### src/rtl/pll_reset_sequencer.sv
// pll_reset_sequencer
// Pulses the PLL async reset, waits for lock with a timeout and a bounded
// number of attempts, and requires lock to hold continuously for LOCK_STABLE
// cycles before releasing the active-low subsystem reset. Loss of lock while
// running re-sequences the PLL from scratch.
//
// Optional build macro: SEQ_SOFTKEY_EN
//   When defined, a debounced active-low push-button (key_n) returns the
//   sequencer from RUN to STABLE, re-asserting sys_reset_n for a full
//   stability window without touching the PLL.
//
// State encoding on seq_state: PLL_RST=0, WAIT_LOCK=1, STABLE=2, RUN=3, FAIL=4.

module pll_reset_sequencer #(
  parameter int PLL_RST_CYC  = 16,
  parameter int LOCK_TIMEOUT = 1000000,
  parameter int LOCK_STABLE  = 1024,
  parameter int MAX_RETRY    = 3,
  parameter int DEB_CYC      = 500000
) (
  input  logic       clk50m,
  input  logic       reset,
  input  logic       pll_locked,
`ifdef SEQ_SOFTKEY_EN
  input  logic       key_n,
`endif
  output logic       pll_areset,
  output logic       sys_reset_n,
  output logic [2:0] seq_state,
  output logic [1:0] retry_cnt,
  output logic       fail
);

  // Elaboration-time parameter sanity checks.
  if (PLL_RST_CYC < 1) begin : g_bad_rst_cyc
    $error("PLL_RST_CYC must be at least 1");
  end
  if (LOCK_TIMEOUT < 1) begin : g_bad_timeout
    $error("LOCK_TIMEOUT must be at least 1");
  end
  if (LOCK_STABLE < 1) begin : g_bad_stable
    $error("LOCK_STABLE must be at least 1");
  end
  if (MAX_RETRY < 1 || MAX_RETRY > 4) begin : g_bad_retry
    $error("MAX_RETRY must be in 1..4");
  end
  if (DEB_CYC < 1) begin : g_bad_deb
    $error("DEB_CYC must be at least 1");
  end

  // One shared timer covers the longest per-state dwell.
  localparam int TMAX_A = (PLL_RST_CYC > LOCK_TIMEOUT) ? PLL_RST_CYC : LOCK_TIMEOUT;
  localparam int TMAX   = (TMAX_A > LOCK_STABLE) ? TMAX_A : LOCK_STABLE;
  localparam int TW     = $clog2(TMAX + 1);

  localparam logic [TW-1:0] T_RST_LAST    = TW'(PLL_RST_CYC - 1);
  localparam logic [TW-1:0] T_LOCK_LAST   = TW'(LOCK_TIMEOUT - 1);
  localparam logic [TW-1:0] T_STABLE_LAST = TW'(LOCK_STABLE - 1);
  localparam logic [1:0]    RETRY_LAST    = 2'(MAX_RETRY - 1);

  typedef enum logic [2:0] {
    ST_PLL_RST   = 3'd0,
    ST_WAIT_LOCK = 3'd1,
    ST_STABLE    = 3'd2,
    ST_RUN       = 3'd3,
    ST_FAIL      = 3'd4
  } state_t;

  state_t        state_reg;
  state_t        state_next;
  logic [TW-1:0] timer_reg;
  logic [1:0]    retry_reg;
  logic [1:0]    retry_next;
  logic          pll_areset_reg;
  logic          sys_reset_n_reg;
  logic          fail_reg;
  logic          lock_meta_reg;
  logic          lock_s_reg;
  logic          soft_press;

  // Two-flop synchronizer for the PLL lock flag (asynchronous to clk50m).
  always_ff @(posedge clk50m) begin
    if (reset) begin
      lock_meta_reg <= 1'b0;
      lock_s_reg    <= 1'b0;
    end else begin
      lock_meta_reg <= pll_locked;
      lock_s_reg    <= lock_meta_reg;
    end
  end

`ifdef SEQ_SOFTKEY_EN
  localparam int            DW       = $clog2(DEB_CYC + 1);
  localparam logic [DW-1:0] DEB_LAST = DW'(DEB_CYC - 1);

  logic          key_meta_reg;
  logic          key_s_reg;
  logic [DW-1:0] low_cnt_reg;
  logic [DW-1:0] high_cnt_reg;
  logic          armed_reg;

  // A press fires on the DEB_CYC-th consecutive low sample, once per hold.
  assign soft_press = armed_reg && !key_s_reg && (low_cnt_reg == DEB_LAST);

  // Key synchronizer, run-length counters and the one-shot arming flag.
  always_ff @(posedge clk50m) begin
    if (reset) begin
      key_meta_reg <= 1'b1;
      key_s_reg    <= 1'b1;
      low_cnt_reg  <= '0;
      high_cnt_reg <= '0;
      armed_reg    <= 1'b1;
    end else begin
      key_meta_reg <= key_n;
      key_s_reg    <= key_meta_reg;
      if (!key_s_reg) begin
        high_cnt_reg <= '0;
        if (low_cnt_reg != DEB_LAST) begin
          low_cnt_reg <= low_cnt_reg + 1'b1;
        end
      end else begin
        low_cnt_reg <= '0;
        if (high_cnt_reg != DEB_LAST) begin
          high_cnt_reg <= high_cnt_reg + 1'b1;
        end
      end
      // Presses outside RUN still disarm; re-arm only after a full release.
      if (soft_press) begin
        armed_reg <= 1'b0;
      end else if (key_s_reg && (high_cnt_reg == DEB_LAST)) begin
        armed_reg <= 1'b1;
      end
    end
  end
`else
  assign soft_press = 1'b0;
`endif

  // Next-state and retry bookkeeping.
  always_comb begin
    state_next = state_reg;
    retry_next = retry_reg;
    case (state_reg)
      ST_PLL_RST: begin
        if (timer_reg == T_RST_LAST) begin
          state_next = ST_WAIT_LOCK;
        end
      end
      ST_WAIT_LOCK: begin
        // Lock wins over a timeout landing on the same cycle.
        if (lock_s_reg) begin
          state_next = ST_STABLE;
        end else if (timer_reg == T_LOCK_LAST) begin
          if (retry_reg == RETRY_LAST) begin
            state_next = ST_FAIL;
          end else begin
            retry_next = retry_reg + 2'd1;
            state_next = ST_PLL_RST;
          end
        end
      end
      ST_STABLE: begin
        // A lock dropout here is not a retry; the lock timeout just restarts.
        if (!lock_s_reg) begin
          state_next = ST_WAIT_LOCK;
        end else if (timer_reg == T_STABLE_LAST) begin
          state_next = ST_RUN;
          retry_next = 2'd0;
        end
      end
      ST_RUN: begin
        if (!lock_s_reg) begin
          state_next = ST_PLL_RST;
        end else if (soft_press) begin
          state_next = ST_STABLE;
        end
      end
      ST_FAIL: begin
        state_next = ST_FAIL;
      end
      default: begin
        state_next = ST_PLL_RST;
      end
    endcase
  end

  // State, retry count and glitch-free registered outputs.
  always_ff @(posedge clk50m) begin
    if (reset) begin
      state_reg       <= ST_PLL_RST;
      retry_reg       <= 2'd0;
      pll_areset_reg  <= 1'b1;
      sys_reset_n_reg <= 1'b0;
      fail_reg        <= 1'b0;
    end else begin
      state_reg       <= state_next;
      retry_reg       <= retry_next;
      pll_areset_reg  <= (state_next == ST_PLL_RST) || (state_next == ST_FAIL);
      sys_reset_n_reg <= (state_next == ST_RUN);
      fail_reg        <= (state_next == ST_FAIL);
    end
  end

  // Shared dwell timer: cleared on every state change, saturates otherwise.
  always_ff @(posedge clk50m) begin
    if (reset) begin
      timer_reg <= '0;
    end else if (state_next != state_reg) begin
      timer_reg <= '0;
    end else if (timer_reg != {TW{1'b1}}) begin
      timer_reg <= timer_reg + 1'b1;
    end
  end

  assign pll_areset  = pll_areset_reg;
  assign sys_reset_n = sys_reset_n_reg;
  assign seq_state   = state_reg;
  assign retry_cnt   = retry_reg;
  assign fail        = fail_reg;

endmodule
### config.mk
export PLATFORM = sky130hd
export DESIGN_NAME = pll_reset_sequencer
export DESIGN_NICKNAME = d
export VERILOG_FILES = /design/src/rtl/pll_reset_sequencer.sv
export SDC_FILE = /design/constraint.sdc
export NUM_CORES = 1
export LEC_CHECK = 0
export ABC_CLOCK_PERIOD_IN_PS = 3100
export CAP_MARGIN = 20
export CORE_MARGIN = 2
export CORE_UTILIZATION = 51
export DETAILED_ROUTE_END_ITERATION = 8
export PLACE_DENSITY = 0.8
export RECOVER_POWER = 100
export SYNTH_ARGS = -nofsm -noshare
export SYNTH_HDL_FRONTEND = slang
export SYNTH_SLANG_ARGS = --single-unit
export TNS_END_PERCENT = 5
### constraint.sdc
create_clock -name clk50m -period 3.1 [get_ports clk50m]
set_input_delay 0.31 -clock clk50m [delete_from_list [all_inputs] [get_ports clk50m]]
set_output_delay 0.31 -clock clk50m [all_outputs]
set_load 0.05 [all_outputs]
Word-level counts from Yosys, hierarchy flattened:

Index checks and enable logic that the tools add are counted.

* output and inout port bits: 8
* flip-flop bits (word level): 30
* input port bits: 3
* logic and storage cells: 47

* reduce and logical (&&, ||, !) cells: 6
* muxes and demuxes: 14
* equal/unequal tests: 17
* $add $sub $neg: 2

Operators with widths (number)
* 3-bit 2-to-1 mux: 7
* 20-bit by 1-bit adder with 20-bit output, second input constant: 1
* 20-bit by 10-bit equality test with 1-bit output, second input constant: 1
* 20-bit equality test, second input constant: 1
* 20-bit by 4-bit equality test with 1-bit output, second input constant: 1
* 20-bit inequality test, second input constant: 1
* 3-bit case mux with 5 select lines: 1
* 2-bit 2-to-1 mux: 5
* 2-bit inequality test, second input constant: 5
* 3-bit by 2-bit equality test with 1-bit output, second input constant: 3
* 3-bit equality test, second input constant: 2
* 3-bit zero test: 2
* 6-bit AND reduction: 1
* 2-bit case mux with 2 select lines: 1
* 3-bit by 1-bit equality test with 1-bit output, second input constant: 1
* 3-bit inequality test: 1
* 2-bit by 1-bit adder with 2-bit output, second input constant: 1
* 2-bit equality test, second input constant: 1
* 2-bit nonzero test: 1
* 2-bit OR reduction: 1
* 1-bit logical OR: 1

Longest topological paths before layout:

Gate-level depths: netlist of run 1.

* depth after elaboration: 7
* mapped depth: 8
* gate-level depth less buffers: 7

Worst setup path after synthesis of run 1:

Ideal clock, no wire load.

* kind: register to register
* start: register state_reg[1] (netlist: seq_state[1])
* end: register timer_reg[0]
* path buffers: 2
* cell stages (with the launch flop): 9
* library setup time: 0.115 ns
* required time: 2.985 ns
* path slack: 0.285 ns
* data arrival time: 2.701 ns
* clock period less this slack: 2.815 ns
* path through: dfxtp_1 clkbuf_1 nor3b_1 nand2_1 or4_4 a211oi_2 nor3_2 buf_6 o21a_1

* longest elaborated chain between the ends: 5
* elaborated cells on any way between the ends: 14
* classes of those cells: 5 x eq/ne; 7 x mux; 2 x reduce/logical

Ends and longest elaborated chain
* start: declaration: line 69 `state_t state_reg;`
* start signal: assignment: line 196 `state_reg <= state_next;`
* 3-bit 2-to-1 mux, on equally long branches: line 166, 153
* 3-bit 2-to-1 mux, on equally long branches: line 164, 151
* 3-bit case mux with 5 select lines: line 143 `case (state_reg)`
* 3-bit inequality test *: line 208 `end else if (state_next != state_reg) begin`
* 2-bit OR reduction (no line) *
* end signal: assignment: line 211 `timer_reg <= timer_reg + 1'b1;`
* end: declaration: line 71 `logic [TW-1:0] timer_reg;`

Every way passes the cells marked *; elsewhere a longest branch is shown, timed or not.
A chain may end at the register's enable or synchronous reset.

Worst setup path in the final report of run 1:

* start: register timer_reg[11]
* end: register timer_reg[1]

* longest elaborated chain between the ends: 6
* elaborated cells on any way between the ends: 12
* classes of those cells: 5 x eq/ne; 6 x mux; 1 x reduce/logical

Ends and longest elaborated chain (line)
* 20-bit by 10-bit equality test with 1-bit output or 20-bit equality test (tied branches): 166, 153
* 3-bit 2-to-1 mux, on equally long branches: 166, 153
* 3-bit 2-to-1 mux, on equally long branches: 164, 151
* 3-bit case mux with 5 select lines: 143
* 3-bit inequality test: 208
* 2-bit OR reduction (no line)

Parallel ways exist; a longest one is shown, timed or not.

==> run_results.csv, run 1 <==
group,metric,value,unit
floorplan,die_h,59.8,um
place,dp_worst_setup_slack,0.139,ns
sta,maxSlewViolCount,0,
detailed_routing,route.detailed.drc,0,
synth,synth-compound-area-share,0.188,
floorplan,die-area,3580,um2
synth,synth_top_family_by_area,"simple AND/OR/NAND/NOR gates",
worst_setup_path,end_kind,"register",
detailed_routing,via_per_inst,6.09,
final_layout,nets,200,
synth,syn-num-nets,189,
clock_tree,clk_pin_slew,0.10,ns
pwr,combPwrFrac,0.035,
grt,grt_pass1_vias,1352,
final_layout,final_common_cell,"dfxtp_1",
worst_setup_path,path_class,"reg -> reg",
grt,grt_antenna_before_repair,0,
final_layout,drive_gt1_frac,0.117,
place,dpl.hpwl,2510,um
pwr,p_int,0.000509,W
worst_setup_path,arrival,3.24,ns
worst_setup_path,worst_ep_required_time,3.36,ns
synth,yosys_warnings,0,
sta,min_period,2.98,ns
worst_setup_path,path_cells,"or4_4 > or4_4 > or4_4 > a211oi_2 > o21a_2 > a2bb2oi_1",
synth,ys_types,42,
final_layout,final_cell_mix,"dfxtp_1 (30), nor2_1 (17), nand2_1 (14), nor3_1 (13), o21a_1 (12)",
floorplan,ios,11,
clock_tree,postCtsSetupBuffers,0,
synth,synth_area_per_cell,8.64,um2
clock_tree,clkSinkCount,30,
synth,synth-main-ff-cell,"dfxtp_1",
grt,grt_overflow_total,0,
sta,fin_tns_setup,0,ns
place,globalplace.congestion,0.862,
clock_tree,cts_max_level,2,
synth,synth_fa_ha_area_frac,0.0157,
clock_tree,clk_latency,0.33,ns
pwr,pwr-share-clk,0.375,
sta,finalHoldViolations,0,
synth,synth_edf_count,0,
detailed_routing,firstDrtPassIters,4,
clock_tree,cts_root_buffer,"clkbuf_4",
final_layout,diodes,0,
floorplan,coreArea,3000,um2
synth,ys_ff_latch,30,
detailed_routing,drt-initial-drc-count,85,
hold_path,min_path_type,"reg -> reg",
pwr,leakagePower,0.625,nW
pwr,p_switching,0.000160,W
synth,synth.area.mux_share,0.0338,
sta,clock_skew,0.00470,ns
grt,grt_max_degree,15,
detailed_routing,antenna_left,0,
place,place_inst,221,
grt,groute.usage.overall,0.216,
final_layout,area_delta_synth_final,10.3,%
floorplan,start_util,0.530,
worst_setup_path,crit_slowest_cell,"or4_4",
clock_tree,cts_hold_buffers,0,
run,drv_cap,0,
floorplan,num_rows,20,
synth,ys_seq_area_frac,0.378,
final_layout,final_cells,229,
sta,rsz0062_at_grt,"false",
sta,fin_crit_sh,0.961,
pwr,power_frac_seq,0.590,
pwr,peakVddDrop,0.242,mV
clock_tree,cts_tree,"built",
worst_setup_path,worst-path-max-fanout,14,
clock_tree,cts_buffers,5,
worst_setup_path,cp_common_cell,"or4_4",
worst_setup_path,setup.worst_path.start_class,"register",
pwr,power.density,381,nW/um2
run_status,status,"completed",
sta,holdWs,0.457,ns
detailed_routing,routedWlPerCell,14.8,um
synth,syn_inst,184,
place,io_buffers,10,
detailed_routing,num_vias,1394,
synth,async_reset_ff_frac,0,
floorplan,dieWidth,59.8,um
final_layout,final_core_util,0.584,
sta,worst_slew_pin_slew,0.904,ns
grt,grt_pass1_wl,5770,um
sta,setup-violations-final,0,
final_layout,fillers,285,
synth,synth_simple_gate_area_frac,0.300,
clock_tree,ctsResizeCount,0,
sta,worst_slack,0.122,ns
sta,max_slew_margin,0.394,
worst_setup_path,critical_path.max_stage_delay,0.57,ns
clock_tree,clk_path_buf_depth,2,
sta,achievable-frequency,336,MHz
synth,synth_xor_area_frac,0.0496,
pwr,switching_share,0.239,
synth,synth_area,1590,um2
final_layout,largest_register_ffs,20,
detailed_routing,wirelength,3390,um
[layout make-up]
| cell class | instances | area (um2) | area share |
|---|---|---|---|
| multi-input combinational | 143 | 926 | 0.528 |
| sequential | 30 | 601 | 0.342 |
| timing repair buffer | 12 | 111 | 0.0635 |
| clock buffer | 6 | 51.3 | 0.0292 |
| tap | 33 | 41.3 | 0.0235 |
| clock inverter | 2 | 12.5 | 0.00713 |
| inverter | 3 | 11.3 | 0.00642 |
[routing by layer]
metal	track usage	wire, um
met1	0.227	1470
met5	0	0
met2	0.388	1740
met4	0.102	68
met3	0.0649	108
[worst paths after layout]
kind	from	to	slack, ns	depth (start not counted)
max	timer_reg[11]	timer_reg[1]	0.12	6
min	lock_meta_reg	lock_s_reg	0.46	1
max reg2reg	timer_reg[11]	timer_reg[1]	0.12	6
min reg2reg	lock_meta_reg	lock_s_reg	0.46	1
[worst max-delay path: cells and delay by family (launching register included)]
kind | cells | cell delay [ns]
simple gates | 3 | 1.64
compound gates | 3 | 0.91
flops | 1 | 0.37
[metrics by stage]
stage,power [W],cell area [um2]
2_1_floorplan,0.000420,1590
3_3_place_gp,0.000426,1700
3_5_place_dp,0.000428,1700
4_1_cts,0.000680,1770
5_1_grt,0.000697,1750
6_report,0.000669,1750
[cell usage after synthesis (2+ instances only)]
| cell | count | area, um2 |
|---|---|---|
| ha_1 | 2 | 25.0 |
| buf_6 | 2 | 22.5 |
| or4_1 | 3 | 22.5 |
| a21boi_0 | 3 | 22.5 |
| nor4_1 | 5 | 31.3 |
| nand2b_1 | 3 | 18.8 |
| a21oi_1 | 4 | 20.0 |
| nor2b_1 | 6 | 37.5 |
| and2_1 | 2 | 12.5 |
| nand3_1 | 6 | 30.0 |
| inv_1 | 3 | 11.3 |
| a31oi_1 | 4 | 25.0 |
| nand4_1 | 5 | 31.3 |
| or2_2 | 2 | 12.5 |
| mux2_2 | 3 | 33.8 |
| or4_4 | 3 | 33.8 |
| nand2_1 | 14 | 52.6 |
| o21ai_0 | 5 | 25.0 |
| mux2i_1 | 2 | 20.0 |
| o21ba_2 | 2 | 20.0 |
| clkbuf_1 | 6 | 22.5 |
| o21a_1 | 12 | 90.1 |
| xor2_1 | 3 | 26.3 |
| nor2_1 | 17 | 63.8 |
| dfxtp_1 | 30 | 601 |
| xnor2_1 | 6 | 52.6 |
| and4_1 | 3 | 26.3 |
| nor3_1 | 13 | 65.1 |
| a2bb2oi_1 | 2 | 17.5 |
[power by group through the flow]
| stage | clock network (W) | registers, W | logic, W |
|---|---|---|---|
| 2_1_floorplan | 0 | 0.000402 | 0.0000178 |
| 6_report | 0.000251 | 0.000395 | 0.0000233 |
| 3_3_place_gp | 0 | 0.000403 | 0.0000227 |
| 5_1_grt | 0.000274 | 0.000396 | 0.0000264 |
| 4_1_cts | 0.000260 | 0.000395 | 0.0000245 |
| 3_5_place_dp | 0 | 0.000404 | 0.0000244 |
[cell families (layout without fill, tap and decap cells)]
kind of cell,count (synthesis),after routing
buffers and inverters,11,23
multiplexers,5,5
AND/OR/NAND/NOR,87,87
adder cells (fa/ha/maj),2,2
AO/OA/AOI/OAI,40,40
flip-flops,30,30
XOR/XNOR,9,9
No activity file was read; power rests on OpenSTA's default activity.
==> run 2: changes to the inputs <==
--- a/config.mk
+++ b/config.mk
@@ -6,11 +6,10 @@
 export NUM_CORES = 1
 export LEC_CHECK = 0
 export ABC_CLOCK_PERIOD_IN_PS = 3100
-export CAP_MARGIN = 20
 export CORE_MARGIN = 2
 export CORE_UTILIZATION = 51
 export DETAILED_ROUTE_END_ITERATION = 8
-export PLACE_DENSITY = 0.8
+export PLACE_DENSITY = 0.71
 export RECOVER_POWER = 100
 export SYNTH_ARGS = -nofsm -noshare
 export SYNTH_HDL_FRONTEND = slang
==> run 2 against run 1 <==
  * Sequential cell count unchanged
  * Die area unchanged
  * Highest routed layer unchanged
  * Setup slack better by 0.042 ns
  * Power up 25%
  * Critical path type unchanged
==> run_results.csv, run 2 (synthesized netlist as in run 1, its figures left out) <==
group,metric,value,unit
run_status,status,"completed",
floorplan,start_util,0.530,
clock_tree,cts_buffers,5,
clock_tree,clkSinkCount,30,
place,io_buffers,10,
place,globalplace.congestion,0.831,
sta,fin_tns_setup,0,ns
place,dpl.hpwl,2420,um
worst_setup_path,worst-path-max-fanout,14,
pwr,combPwrFrac,0.027,
worst_setup_path,rrSetupSlack,0.16,ns
final_layout,final_cell_mix,"dfxtp_1 (30), nor2_1 (17), nand2_1 (14), nor3_1 (13), o21a_1 (12)",
sta,maxSlewViolCount,0,
pwr,pwr-share-clk,0.502,
floorplan,coreArea,3000,um2
pwr,leakagePower,0.654,nW
clock_tree,cts_max_level,2,
final_layout,drive_gt1_frac,0.122,
worst_setup_path,end_kind,"register",
floorplan,die-area,3580,um2
detailed_routing,wirelength,3340,um
place,dp_worst_setup_slack,0.207,ns
clock_tree,postCtsSetupBuffers,0,
final_layout,final_common_cell,"dfxtp_1",
floorplan,num_rows,20,
clock_tree,cts_hold_buffers,0,
worst_setup_path,reg2reg_from,"timer_reg[11]",
detailed_routing,antenna_left,0,
grt,grt_overflow_total,0,
detailed_routing,routedWlPerCell,14.5,um
final_layout,area_delta_synth_final,13.8,%
final_layout,final-seq-area,601,um2
sta,worst_slew_pin_slew,0.861,ns
sta,holdWs,0.456,ns
run,drv_cap,0,
detailed_routing,wl_met1,1460,um
final_layout,final_cells,230,
grt,grt_pass1_vias,1288,
clock_tree,clk_latency,0.34,ns
sta,worst_slack,0.164,ns
clock_tree,cts_root_buffer,"clkbuf_4",
clock_tree,clk_path_buf_depth,2,
pwr,peakVddDrop,0.244,mV
detailed_routing,firstDrtPassIters,4,
sta,fin_crit_sh,0.947,
detailed_routing,drt-initial-drc-count,95,
sta,setup-violations-final,0,
worst_setup_path,crit_start,"timer_reg[11]",
grt,grt_max_degree,15,
pwr,p_switching,0.000165,W
floorplan,dieWidth,59.8,um
worst_setup_path,setup.worst_path.start_class,"register",
grt,groute.usage.overall,0.221,
sta,achievable-frequency,341,MHz
detailed_routing,wl_met3,159,um
final_layout,multi_input_area,926,um2
detailed_routing,route.detailed.drc,0,
floorplan,die_h,59.8,um
grt,grt_antenna_before_repair,0,
hold_path,min_from,"lock_meta_reg",
pwr,power_frac_seq,0.472,
final_layout,largest_register_ffs,20,
pwr,switching_share,0.197,
clock_tree,cts_tree,"built",
sta,min_period,2.94,ns
place,place_inst,222,
sta,finalHoldViolations,0,
clock_tree,ctsResizeCount,0,
floorplan,ios,11,
detailed_routing,met2_length,1680,um
clock_tree,clk_pin_slew,0.10,ns
pwr,power.density,463,nW/um2
final_layout,diodes,0,
final_layout,nets,201,
worst_setup_path,worst_ep_required_time,3.37,ns
grt,grt_pass1_wl,5850,um
worst_setup_path,arrival,3.21,ns
detailed_routing,num_vias,1398,
detailed_routing,dr.max_layer_used,"met4",
sta,rsz0062_at_grt,"false",
final_layout,fillers,275,
sta,clock_skew,0.00526,ns
pwr,p_int,0.000673,W
sta,max_slew_margin,0.423,
worst_setup_path,path_class,"reg -> reg",
hold_path,min_path_type,"reg -> reg",
detailed_routing,via_per_inst,6.08,
[run 2: per-layer routing]
metal | track usage | vias to the layer above
met2 | 0.384 | 33
li1 | - | 695
met1 | 0.262 | 665
met4 | 0.0667 | 0
met5 | 0 | -
met3 | 0.0649 | 5
[run 2: final timing paths]
path             endpoint  depth (start not counted)
max          timer_reg[1]                          6
min            lock_s_reg                          1
max reg2reg  timer_reg[1]                          6
min reg2reg    lock_s_reg                          1
[run 2: critical path, cell delays in order (launching register included)]
cell and delay (ns):
dfxtp_1 0.36, or4_4 0.56, or4_4 0.50, or4_4 0.56, a211oi_2 0.35, o21a_2 0.36, a2bb2oi_1 0.18
[run 2: power by group through the flow]
stage / clock network (W) / logic (W) / registers [W]
final: 0.000420 / 0.0000226 / 0.000395
after floorplan: 0 / 0.0000178 / 0.000402
after detailed placement: 0 / 0.0000235 / 0.000404
after global routing: 0.000444 / 0.0000263 / 0.000396
after global placement: 0 / 0.0000229 / 0.000403
after CTS: 0.000424 / 0.0000238 / 0.000395
[run 2: layout make-up]
type	instances	share of cell area
clock inverter	2	0.0332
inverter	3	0.00622
tap	33	0.0228
clock buffer	6	0.0284
sequential	30	0.332
multi-input combinational	143	0.512
timing repair buffer	13	0.0657
[run 2: per-stage QoR]
| stage | utilization | total power (W) | cell area [um2] |
|---|---|---|---|
| final | 0.603 | 0.000838 | 1810 |
| after floorplan | - | 0.000420 | 1590 |
| after CTS | 0.606 | 0.000843 | 1820 |
| after detailed placement | 0.569 | 0.000427 | 1710 |
| after global routing | 0.603 | 0.000867 | 1810 |
| after global placement | 0.569 | 0.000426 | 1710 |
==> run 3: changes to the inputs <==
--- a/config.mk
+++ b/config.mk
@@ -8,6 +8,8 @@
 export ABC_CLOCK_PERIOD_IN_PS = 3100
 export CORE_MARGIN = 2
 export CORE_UTILIZATION = 51
+export CTS_BUF_LIST = sky130_fd_sc_hd__clkbuf_2 sky130_fd_sc_hd__clkbuf_4 sky130_fd_sc_hd__clkbuf_8
+export CTS_CLUSTER_DIAMETER = 200
 export DETAILED_ROUTE_END_ITERATION = 8
 export PLACE_DENSITY = 0.71
 export RECOVER_POWER = 100
==> results of run 3 <==
Same layout as run 2: the final DEF is identical, and so are final timing and power.
==> RTL edit 1 (config.mk and constraints of run 2) <==
Add a define of `SEQ_SOFTKEY_EN`.
--- a/src/rtl/pll_reset_sequencer.sv
+++ b/src/rtl/pll_reset_sequencer.sv
@@ -10,6 +10,8 @@
 //   stability window without touching the PLL.
 //
 // State encoding on seq_state: PLL_RST=0, WAIT_LOCK=1, STABLE=2, RUN=3, FAIL=4.
+
+`define SEQ_SOFTKEY_EN
 
 module pll_reset_sequencer #(
   parameter int PLL_RST_CYC  = 16,
Ports: changed (added key_n); port bits go from 11 to 12. No check against the original RTL was run, so the function may have changed too.
==> RTL edit 1 against run 2 <==
- cell area rose by 100%
- total power rose by 92%
- combinational power grew 57%
- routed wire length grew 91%
- maximum frequency is 17% higher
- sequential cell count up 41
- worst setup slack gained 0.42 ns
- area after synthesis up 110%
- count of clock-buffer cells in the layout up 4
- synthesized cell count up 110%
- critical path depth unchanged
- clock skew up 0.0065 ns
==> RTL edit 1: results (changes against run 2) <==
.. list-table::
   :header-rows: 1

   * - Metric
     - Value
   * - Largest fanout of any net on the critical path
     - 20 (was 14)
   * - Cell area after layout
     - 0.00363 mm2 (was 0.00181 mm2)
   * - Clock-pin slew reported for the worst setup and hold paths after clock tree synthesis
     - 0.08 ns (was 0.10 ns)
   * - Register-to-register setup slack
     - 0.59 ns (was 0.16 ns)
   * - Cells after Synth
     - 379 (was 184)
   * - Number of fill cells in the layout
     - 597 (was 275)
   * - Vias in the first global route
     - 2624 (was 1288)
   * - Count of buffers from port buffering
     - 11 (was 10)
   * - Overall track demand over capacity in global routing
     - 0.192 (was 0.221)
   * - Status
     - complete, no violations (unchanged)
   * - Placement Cell Area
     - 0.00347 mm2 (was 0.00171 mm2)
   * - CTS root buffer
     - clkbuf_8 (was clkbuf_4)
   * - Nets in the synthesized netlist
     - 387 (was 189)
   * - Number of distinct standard cells referenced by the synthesized netlist
     - 47 (was 42)
   * - Standby leakage power
     - 0.00122 uW (was 0.000654 uW)
   * - Routability congestion estimate
     - 0.824 (was 0.831)
   * - CTS H-tree depth
     - 3 (was 2)
   * - Via-per-instance ratio
     - 5.73 (was 6.08)
   * - Ranking of synthesized cells by area
     - dfxtp_1 43%, xor2_1 6.1%, a21oi_1 5.8%, nor2_1 4.5%, xnor2_1 4.0% (was dfxtp_1 38%, o21a_1 5.7%, nor3_1 4.1%, nor2_1 4.0%, nand2_1 3.3%)
   * - Switch Pwr
     - 383 uW (was 165 uW)
   * - Layout cell share with drive strength beyond 1
     - 0.0556 (was 0.122)
   * - Total chip power
     - 1610 uW (was 838 uW)
   * - Clock skew
     - 0.0117 ns (was 0.00526 ns)
   * - Total half-perimeter wirelength after legalization and detailed placement
     - 4370 um (was 2420 um)
   * - Wire length of the first global-routing pass
     - 11200 um (was 5850 um)
   * - Pin count of the biggest net entering global routing
     - 21 (was 15)
   * - Number of buffers added by the clock tree synthesis step
     - 9 (was 5)
   * - Most numerous cell types in the synthesized netlist
     - 71 x dfxtp_1, 40 x nor2_1, 38 x a21oi_1 (was 30 x dfxtp_1, 17 x nor2_1, 14 x nand2_1)
   * - Logic gate share of total power
     - 0.022 (was 0.027)
   * - Clk pwr share
     - 0.401 (was 0.502)
   * - Worst vdd rail ir drop
     - 0.000275 V (was 0.000244 V)
   * - Reg2reg end
     - timer_reg[15] (was timer_reg[1])
   * - Total Nets Final
     - 399 (was 201)
   * - Initial DRC Count
     - 82 (was 95)
   * - Transition time of the tightest slew-check pin
     - 1.05 ns (was 0.861 ns)
   * - Sequential fraction of the synthesis area
     - 0.431 (was 0.378)
## RTL edit 1: how the worst max path moves through the flow
stage,startpoint,slack [ns],to,depth (start not counted)
global placement,reset,0.85,timer_reg[15],5
floorplan,timer_reg[11],1.27,pll_areset,5
finish,low_cnt_reg[6],0.59,timer_reg[15],6
global route,low_cnt_reg[6],0.31,timer_reg[16],6
detailed placement,timer_reg[11],0.79,timer_reg[15],5
CTS,timer_reg[11],0.79,timer_reg[15],5
## RTL edit 1: cell type report
cell class | instances | share of cell area
Multi-Input combinational cell | 289 | 0.493
Inverter | 7 | 0.00724
Clock inverter | 6 | 0.0131
Tap cell | 77 | 0.0266
Clock buffer | 10 | 0.0352
Timing Repair Buffer | 13 | 0.0335
Sequential cell | 71 | 0.392
## RTL edit 1: kinds of logic after synthesis
group | after synthesis | synth area share
buffers and inverters | 19 | 0.0235
multiplexers | 3 | 0.00910
adder cells (fa/ha/maj) | 4 | 0.0152
XOR/XNOR | 38 | 0.101
AO/OA/AOI/OAI | 74 | 0.133
flip-flops | 71 | 0.431
AND/OR/NAND/NOR | 170 | 0.288
## RTL edit 1: worst max-delay path, stage by stage, from the launching register on
cell      delay (ns)
dfxtp_1         0.35
or4_1           0.53
nor4_1          0.69
a21oi_1         0.20
o21ai_0         0.20
buf_4           0.26
a221oi_1        0.12
## RTL edit 1: metal layers
metal / GRT usage / wire length [um] / share of wire
met1: 0.232 / 3040 / 0.48
met2: 0.324 / 3070 / 0.48
met3: 0.0610 / 215 / 0.034
met4: 0.0678 / 59 / 0.0092
met5: 0 / 0 / 0
## RTL edit 1: through the flow
step | cells | setup WS, ns
2_1_floorplan | 379 | 1.27
3_3_place_gp | 457 | 0.845
3_5_place_dp | 457 | 0.794
4_1_cts | 473 | 0.791
5_1_grt | 473 | 0.314
6_report | 473 | 0.588
==> RTL edit 2 (config.mk and constraints of run 2) <==
Made on the original files. Put one more register stage on the output `seq_state`, cleared by the reset. The value now appears one clock later. The other outputs are not delayed to match.
--- a/src/rtl/pll_reset_sequencer.sv
+++ b/src/rtl/pll_reset_sequencer.sv
@@ -214,7 +214,13 @@
 
   assign pll_areset  = pll_areset_reg;
   assign sys_reset_n = sys_reset_n_reg;
-  assign seq_state   = state_reg;
+  always_ff @(posedge clk50m) begin
+    if (reset) begin
+      seq_state <= '0;
+    end else begin
+      seq_state <= state_reg;
+    end
+  end
   assign retry_cnt   = retry_reg;
   assign fail        = fail_reg;
 
Check against the original RTL: same outputs for any inputs over 10 cycles, from zero or initial values and one cycle with reset high; that may be too few to reach the edited logic, so the function may still have changed.
==> RTL edit 2 against run 2 <==
- synthesized cell count is 2.2% lower
- routed wire length is 6.1% lower
- combinational power is 13% lower
- cell area is 2.8% lower
- worst setup slack better by 0.24 ns
- area after synthesis is 0.94% lower
- sequential cell count is 3 higher
- via count is 5.3% lower
- utilization is 1.7 points lower
- total power is 14% lower
- highest routed layer unchanged
==> RTL edit 2: results (changes against run 2) <==
.. list-table::
   :header-rows: 1

   * - Metric
     - Value
   * - Post-synthesis adder-cell area fraction
     - 0.0159 (was 0.0157)
   * - Routability congestion estimate
     - 0.801 (was 0.831)
   * - Ranking of synthesized cells by area
     - dfxtp_1 42%, nor3_1 5.7%, xnor2_1 5.0%, nor2_1 4.8%, nand2_1 4.3% (was dfxtp_1 38%, o21a_1 5.7%, nor3_1 4.1%, nor2_1 4.0%, nand2_1 3.3%)
   * - Number of distinct standard cells referenced by the synthesized netlist
     - 41 (was 42)
   * - Sequential fraction of the synthesis area
     - 0.419 (was 0.378)
   * - Initial DRC Count
     - 77 (was 95)
   * - Clk pwr share
     - 0.371 (was 0.502)
   * - Cells after Synth
     - 180 (was 184)
   * - Status
     - complete, no violations (unchanged)
   * - Hold_ws
     - 0.443 ns (was 0.456 ns)
   * - Placement Setup Slack
     - 0.537 ns (was 0.207 ns)
   * - Placement Cell Area
     - 0.00170 mm2 (was 0.00171 mm2)
   * - Overall track demand over capacity in global routing
     - 0.204 (was 0.221)
   * - Nets in the synthesized netlist
     - 185 (was 189)
   * - Reg2reg path depth
     - 7 (was 6)
   * - Xor/xnor cell area share of the yosys netlist
     - 0.0723 (was 0.0496)
   * - Standard cell with the maximum stage delay on the critical path
     - or4_1 (was or4_4)
   * - Switching fraction of total power
     - 0.209 (was 0.197)
   * - Vias in the first global route
     - 1271 (was 1288)
   * - Detailed Route WL
     - 3140 um (was 3340 um)
   * - Clock insertion delay at the later pin of the skew report
     - 0.32 ns (was 0.34 ns)
   * - Pin count of the biggest net entering global routing
     - 21 (was 15)
   * - Total half-perimeter wirelength after legalization and detailed placement
     - 2300 um (was 2420 um)
   * - Multiplexer share of the synthesized area
     - 0.0318 (was 0.0338)
   * - Via-per-instance ratio
     - 5.76 (was 6.08)
## RTL edit 2: cell count changes after synthesis, moves of 3 or more
cell / before / now
o21a_1: 12 / 0
o21ai_0: 5 / 2
a21boi_0: 3 / 0
clkbuf_1: 6 / 1
nor2_1: 17 / 20
xnor2_1: 6 / 9
dfxtp_1: 30 / 33
mux2i_1: 2 / 5
mux2_2: 3 / 0
nand2_1: 14 / 18
a31oi_1: 4 / 1
nor3_1: 13 / 18
nor4_1: 5 / 9
## RTL edit 2: area by class of cell
type	count	area (um2)
timing repair buffer	14	126
clock buffer	7	65.1
clock inverter	1	5.00
fill	280	1240
tap	33	41.3
multi-input combinational	139	850
sequential	33	661
inverter	3	11.3
## RTL edit 2: routing by layer
metal  up-vias  global-route usage  share of wire
li1        673                   -              -
met4         0               0.108          0.024
met3         9              0.0393          0.029
met1       611               0.234           0.46
met2        31               0.356           0.48
met5         -                   0              0
